`config.mk`:
```
export PLATFORM = sky130hd
export DESIGN_NAME = gm_transmitter
export DESIGN_NICKNAME = d
export VERILOG_FILES = /design/src/rtl/gm_pkg.sv /design/src/rtl/gm_transmitter.sv
export SDC_FILE = /design/constraint.sdc
export NUM_CORES = 1
export LEC_CHECK = 0
export CORE_MARGIN = 2
export CORE_UTILIZATION = 50
export CTS_CLUSTER_SIZE = 28
export DETAILED_ROUTE_END_ITERATION = 7
export GPL_ROUTABILITY_DRIVEN = 0
export GPL_TIMING_DRIVEN = 1
export PLACE_DENSITY = 0.83
export SETUP_SLACK_MARGIN = 0.05
export SLEW_MARGIN = 20
export SYNTH_ARGS = -nofsm -noshare
export SYNTH_HDL_FRONTEND = slang
export SYNTH_SLANG_ARGS = --single-unit
```
`constraint.sdc`:
```
create_clock -name clk -period 3.1 [get_ports clk]
set_input_delay 0.31 -clock clk [delete_from_list [all_inputs] [get_ports clk]]
set_output_delay 0.31 -clock clk [all_outputs]
set_load 0.02 [all_outputs]
```
`src/rtl/gm_pkg.sv`:
```
// gm_pkg: shared constants, cell codes and FSM state for the GM refresh link.
// Optional feature macro: GM_TX_CHECKSUM_EN (sweep checksum port on gm_transmitter).
package gm_pkg;

    localparam int CELLS = 256;
    localparam int AW    = 8;
    localparam int DW    = 4;
    localparam int CW    = 4;
    localparam int SW    = 8;

    localparam logic [DW-1:0] CODE_FLAG         = 4'h1;
    localparam int            CODE_REVEALED_BIT = 3;

    localparam logic [AW-1:0] LAST_ADDR = AW'(CELLS - 1);

    typedef enum logic [1:0] {
        IDLE,
        PRIME,
        STREAM,
        HOLD
    } gm_state_e;

    // Address step that parks on the final cell instead of wrapping.
    function automatic logic [AW-1:0] sat_inc(input logic [AW-1:0] a);
        return (a == LAST_ADDR) ? a : a + 1'b1;
    endfunction

endpackage

```
`src/rtl/gm_transmitter.sv`:
```
// gm_transmitter: streams the board RAM to the pixel generator during retrace.
// Define GM_TX_CHECKSUM_EN to add the sweep_sum checksum output.
module gm_transmitter
    import gm_pkg::*;
(
    input  logic          clk,
    input  logic          rst,
    input  logic          request,
    output logic [AW-1:0] brd_addr,
    input  logic [DW-1:0] brd_data,
    input  logic [CW-1:0] cur_x_in,
    input  logic [CW-1:0] cur_y_in,
    output logic [AW-1:0] GMaddress,
    output logic [DW-1:0] GMdata,
    output logic [CW-1:0] current_x,
    output logic [CW-1:0] current_y,
    output logic          done,
`ifdef GM_TX_CHECKSUM_EN
    output logic [SW-1:0] sweep_sum,
`endif
    output logic          abort
);

    gm_state_e     state_q, state_d;
    logic [AW-1:0] brd_addr_q, brd_addr_d;
    logic [AW-1:0] pipe_addr_q, pipe_addr_d;
    logic [AW-1:0] gm_addr_q, gm_addr_d;
    logic [DW-1:0] gm_data_q, gm_data_d;
    logic [CW-1:0] cur_x_q, cur_x_d;
    logic [CW-1:0] cur_y_q, cur_y_d;
    logic          done_q, done_d;
    logic          abort_q, abort_d;
    logic          final_pair;

`ifdef GM_TX_CHECKSUM_EN
    logic [SW-1:0] acc_q, acc_d;
    logic [SW-1:0] sum_q, sum_d;
    logic [SW-1:0] acc_next;

    assign acc_next = acc_q + {{(SW-DW){1'b0}}, brd_data};
`endif

    assign final_pair = (pipe_addr_q == LAST_ADDR);

    // Sweep sequencer: next state and next values of every registered output.
    always_comb begin
        state_d     = state_q;
        brd_addr_d  = brd_addr_q;
        pipe_addr_d = pipe_addr_q;
        gm_addr_d   = gm_addr_q;
        gm_data_d   = gm_data_q;
        cur_x_d     = cur_x_q;
        cur_y_d     = cur_y_q;
        done_d      = 1'b0;
        abort_d     = 1'b0;
`ifdef GM_TX_CHECKSUM_EN
        acc_d       = acc_q;
        sum_d       = sum_q;
`endif
        unique case (state_q)
            IDLE: begin
                if (request) begin
                    state_d    = PRIME;
                    brd_addr_d = '0;
`ifdef GM_TX_CHECKSUM_EN
                    acc_d      = '0;
`endif
                end
            end
            PRIME: begin
                if (!request) begin
                    state_d = IDLE;
                    abort_d = 1'b1;
                end else begin
                    state_d     = STREAM;
                    brd_addr_d  = AW'(1);
                    pipe_addr_d = '0;
                end
            end
            STREAM: begin
                // Losing the window on the last pair still completes the sweep.
                if (!request && !final_pair) begin
                    state_d = IDLE;
                    abort_d = 1'b1;
                end else begin
                    gm_addr_d   = pipe_addr_q;
                    gm_data_d   = brd_data;
                    brd_addr_d  = sat_inc(brd_addr_q);
                    pipe_addr_d = sat_inc(pipe_addr_q);
`ifdef GM_TX_CHECKSUM_EN
                    acc_d       = acc_next;
`endif
                    if (final_pair) begin
                        done_d  = 1'b1;
                        cur_x_d = cur_x_in;
                        cur_y_d = cur_y_in;
                        state_d = request ? HOLD : IDLE;
`ifdef GM_TX_CHECKSUM_EN
                        sum_d   = acc_next;
`endif
                    end
                end
            end
            HOLD: begin
                if (!request) begin
                    state_d = IDLE;
                end
            end
            default: begin
                state_d = IDLE;
            end
        endcase
    end

    // State and output registers with synchronous reset.
    always_ff @(posedge clk) begin
        if (rst) begin
            state_q     <= IDLE;
            brd_addr_q  <= '0;
            pipe_addr_q <= '0;
            gm_addr_q   <= '0;
            gm_data_q   <= '0;
            cur_x_q     <= '0;
            cur_y_q     <= '0;
            done_q      <= 1'b0;
            abort_q     <= 1'b0;
`ifdef GM_TX_CHECKSUM_EN
            acc_q       <= '0;
            sum_q       <= '0;
`endif
        end else begin
            state_q     <= state_d;
            brd_addr_q  <= brd_addr_d;
            pipe_addr_q <= pipe_addr_d;
            gm_addr_q   <= gm_addr_d;
            gm_data_q   <= gm_data_d;
            cur_x_q     <= cur_x_d;
            cur_y_q     <= cur_y_d;
            done_q      <= done_d;
            abort_q     <= abort_d;
`ifdef GM_TX_CHECKSUM_EN
            acc_q       <= acc_d;
            sum_q       <= sum_d;
`endif
        end
    end

    assign brd_addr  = brd_addr_q;
    assign GMaddress = gm_addr_q;
    assign GMdata    = gm_data_q;
    assign current_x = cur_x_q;
    assign current_y = cur_y_q;
    assign done      = done_q;
    assign abort     = abort_q;
`ifdef GM_TX_CHECKSUM_EN
    assign sweep_sum = sum_q;
`endif

endmodule

```
==> flow_summary.json <==
{
  "fp.coreArea_sq_um": 3660,
  "layout-drive-gt1-share": 0.0480,
  "ios": 45,
  "cp_slowest_cell": "a211oi_1",
  "reg2reg_to": "brd_addr[5]",
  "seq_area_frac_synth": 0.418,
  "synth_simple_gate_area_frac": 0.206,
  "drtIter0Drc": 80,
  "antenna_cells": 0,
  "io_buffers": 44,
  "routed_via_density": 5.66,
  "yosysWarnings": 0,
  "wl_mm": 4.35,
  "crit_path_end_kind": "flop",
  "synthXorXnorAreaFrac": 0.0229,
  "syn_area_per_cell_sq_um": 8.22,
  "synth_edf_count": 0,
  "synthAdderAreaFrac": 0.0523,
  "vias": 1805,
  "grt_usage": 0.225,
  "cts_setup_buffers": 0,
  "rrSetupSlack_ns": 0.66,
  "postRouteAntennaNets": 0,
  "clk_pin_slew_ns": 0.08,
  "hpwl_mm": 2.95,
  "worstPathRequired_ns": 3.28,
  "synth_seq_cells": 40,
  "initial_core_util": 0.523,
  "cap_viol_max_count": 0,
  "yosysTopAreaCell": "dfxtp_1",
  "synthesis.area_sq_um": 1910,
  "slew_violations": 0,
  "drc_errors": 0,
  "criticalPathCategory": "flop to flop",
  "async_flop_share": 0,
  "hold_viol": 0,
  "grt_pass1_wl_mm": 7.51,
  "rows": 22,
  "status": "complete, no violations",
  "cts_tree": "done",
  "synth.most_common_cell": "dfxtp_1",
  "worst_pin_slew_ns": 1.10,
  "syn_inst": 233,
  "ir_drop_v": 0.000215,
  "clockBufferDepth": 2,
  "dr.pass1.iters": 4,
  "min_path_cells": 2,
  "relSlewSlack": 0.263,
  "layout_worst_path_cycle_share": 0.787,
  "fin_skew_ns": 0.00621,
  "placed_area_sq_um": 2360,
  "cp-start-kind": "flop",
  "setup_viol": 0,
  "clock_latency_ns": 0.30,
  "grt_pass1_vias": 1676,
  "cts.sinks": 40,
  "ys_types": 38,
  "path_max_fanout": 11,
  "stdcell_area_sq_um": 2460,
  "areaGrowthSynthToFinish_pct": 28.4,
  "tns_ns": 0,
  "synth_compound_area_frac": 0.249,
  "die_x_um": 65.9,
  "fin_nets": 293,
  "min_from": "current_y[1]",
  "reg2reg_from": "state_q[0]",
  "grt_max_degree": 37,
  "wl_per_cell_um": 13.6,
  "yosys_most_used_dff": "dfxtp_1",
  "fillers": 321,
  "grt-ovfl-total": 0,
  "synth_area_leaders": "dfxtp_1, a21oi_1, nand3_1",
  "power.density_nw_per_um2": 395,
  "htreeDepth": 2,
  "yosys-top-cells-count": "dfxtp_1, a21oi_1, nand3_1",
  "grt_antenna_before_repair": 0,
  "period_minus_slack_ns": 2.44,
  "synth_top_area_frac": 0.418,
  "cts_hold_buf": 0,
  "cp.arrival_ns": 2.62,
  "synth_top_family_by_area": "compound AO/OA/AOI/OAI gates",
  "dieArea_sq_um": 4340,
  "rsz0062_at_grt": "no",
  "cts_buffers": 5,
  "muxShareOfSynthArea": 0,
  "syn-num-nets": 256,
  "max_stage_delay_ns": 0.91,
  "whs_endpoint": "current_y[1]",
  "reg2regPathDepth": 6,
  "leakagePower_uw": 0.000815,
  "cts_resized": 0,
  "cts_root_buf": "clkbuf_8",
  "hold_class": "flop to flop",
  "dieHeight_um": 65.9,
  "path_cells": "inv_1 -> ha_1 -> nor2_1 -> a211oi_1 -> or4_4 -> o41ai_1",
  "max_freq_mhz": 410
}
[area by class of cell]
type / instances / area [sq um] / area share
clock buffers: 6 / 82.6 / 0.0336
clock inverters: 2 / 10.0 / 0.00407
inverters: 9 / 33.8 / 0.0137
multi-input cells: 168 / 1010 / 0.413
flip-flops and latches: 40 / 801 / 0.326
well taps: 48 / 60.1 / 0.0244
repair buffers: 46 / 455 / 0.185
[how the worst max path moves through the flow]
stage / startpoint / end / cells after the start
after floorplan: state_q[0] / brd_addr[5] / 7
after global placement: request / brd_addr[5] / 5
after detailed placement: request / brd_addr[5] / 5
after CTS: pipe_addr_q[0] / brd_addr[5] / 5
after global routing: state_q[0] / brd_addr[2] / 6
final: state_q[0] / brd_addr[5] / 6
[metal layers]
metal	vias up	GRT usage	wire, um	share of wire
li1	919	-	-	-
met3	5	0.0630	224	0.051
met4	0	0.0859	60	0.014
met2	49	0.355	2070	0.47
met5	-	0	0	0
met1	832	0.290	2000	0.46
[where the power goes]
group / switching, uW / total [uW] / leakage [uW] / internal [uW]
Sequential: 4.48 / 522 / 0.000322 / 517
Clock: 182 / 360 / 0.0000510 / 177
Combinational: 53.4 / 90.3 / 0.000442 / 36.9
Total: 240 / 971 / 0.000815 / 731
[critical path, delay by kind of cell, from the launching register on]
kind	cells	cell delay, ns
compound gates	2	0.98
fa+ha+maj	1	0.42
buf+inv	1	0.12
flops	1	0.36
simple gates	2	0.44
[logic make-up after synthesis]
group,after synthesis
xor+xnor,5
flops,40
simple gates,77
compound gates,78
buf+inv,25
fa+ha+maj,8
[metrics by stage]
stage | setup WS (ns) | std cells | hold slack, ns | power [uW] | utilization
after floorplan | 1.10 | 233 | 0.446 | 589 | -
after global placement | 0.700 | 311 | 0.443 | 622 | 0.646
after detailed placement | 0.655 | 311 | 0.447 | 622 | 0.646
after CTS | 0.707 | 319 | 0.457 | 978 | 0.671
after global routing | 0.460 | 319 | 0.482 | 1020 | 0.671
final | 0.659 | 319 | 0.454 | 971 | 0.671
[cells in the final DEF, fill, tap and decap left out, types with 2 or more instances in the layout]
cell type / synthesis / routed
a211oi_1: 4 / 4
o21ai_1: 2 / 2
a21o_1: 3 / 3
and3_1: 4 / 4
or4_1: 4 / 4
inv_1: 9 / 9
buf_4: 0 / 2
clkbuf_8: 0 / 6
ha_1: 8 / 8
o41ai_1: 4 / 4
nor4_1: 2 / 2
a21oi_1: 31 / 31
dfxtp_1: 40 / 40
o21ai_0: 16 / 16
o31ai_1: 3 / 3
clkdlybuf4s50_1: 0 / 44
a31oi_1: 3 / 3
nand2_1: 21 / 21
clkinv_2: 0 / 2
a311oi_1: 4 / 4
o32ai_1: 2 / 2
nor2_1: 11 / 11
xnor2_1: 5 / 5
nor2b_1: 5 / 5
nand3_1: 22 / 22
[sequential cells by signal, indices dropped and copies added, names as in the netlist]
register and cells:
done 1, current_x 4, current_y 4, brd_addr 8, state_q 2, GMaddress 8
GMdata 4, abort 1, pipe_addr_q 8
Note: power is estimated with default switching activity, not from simulation.
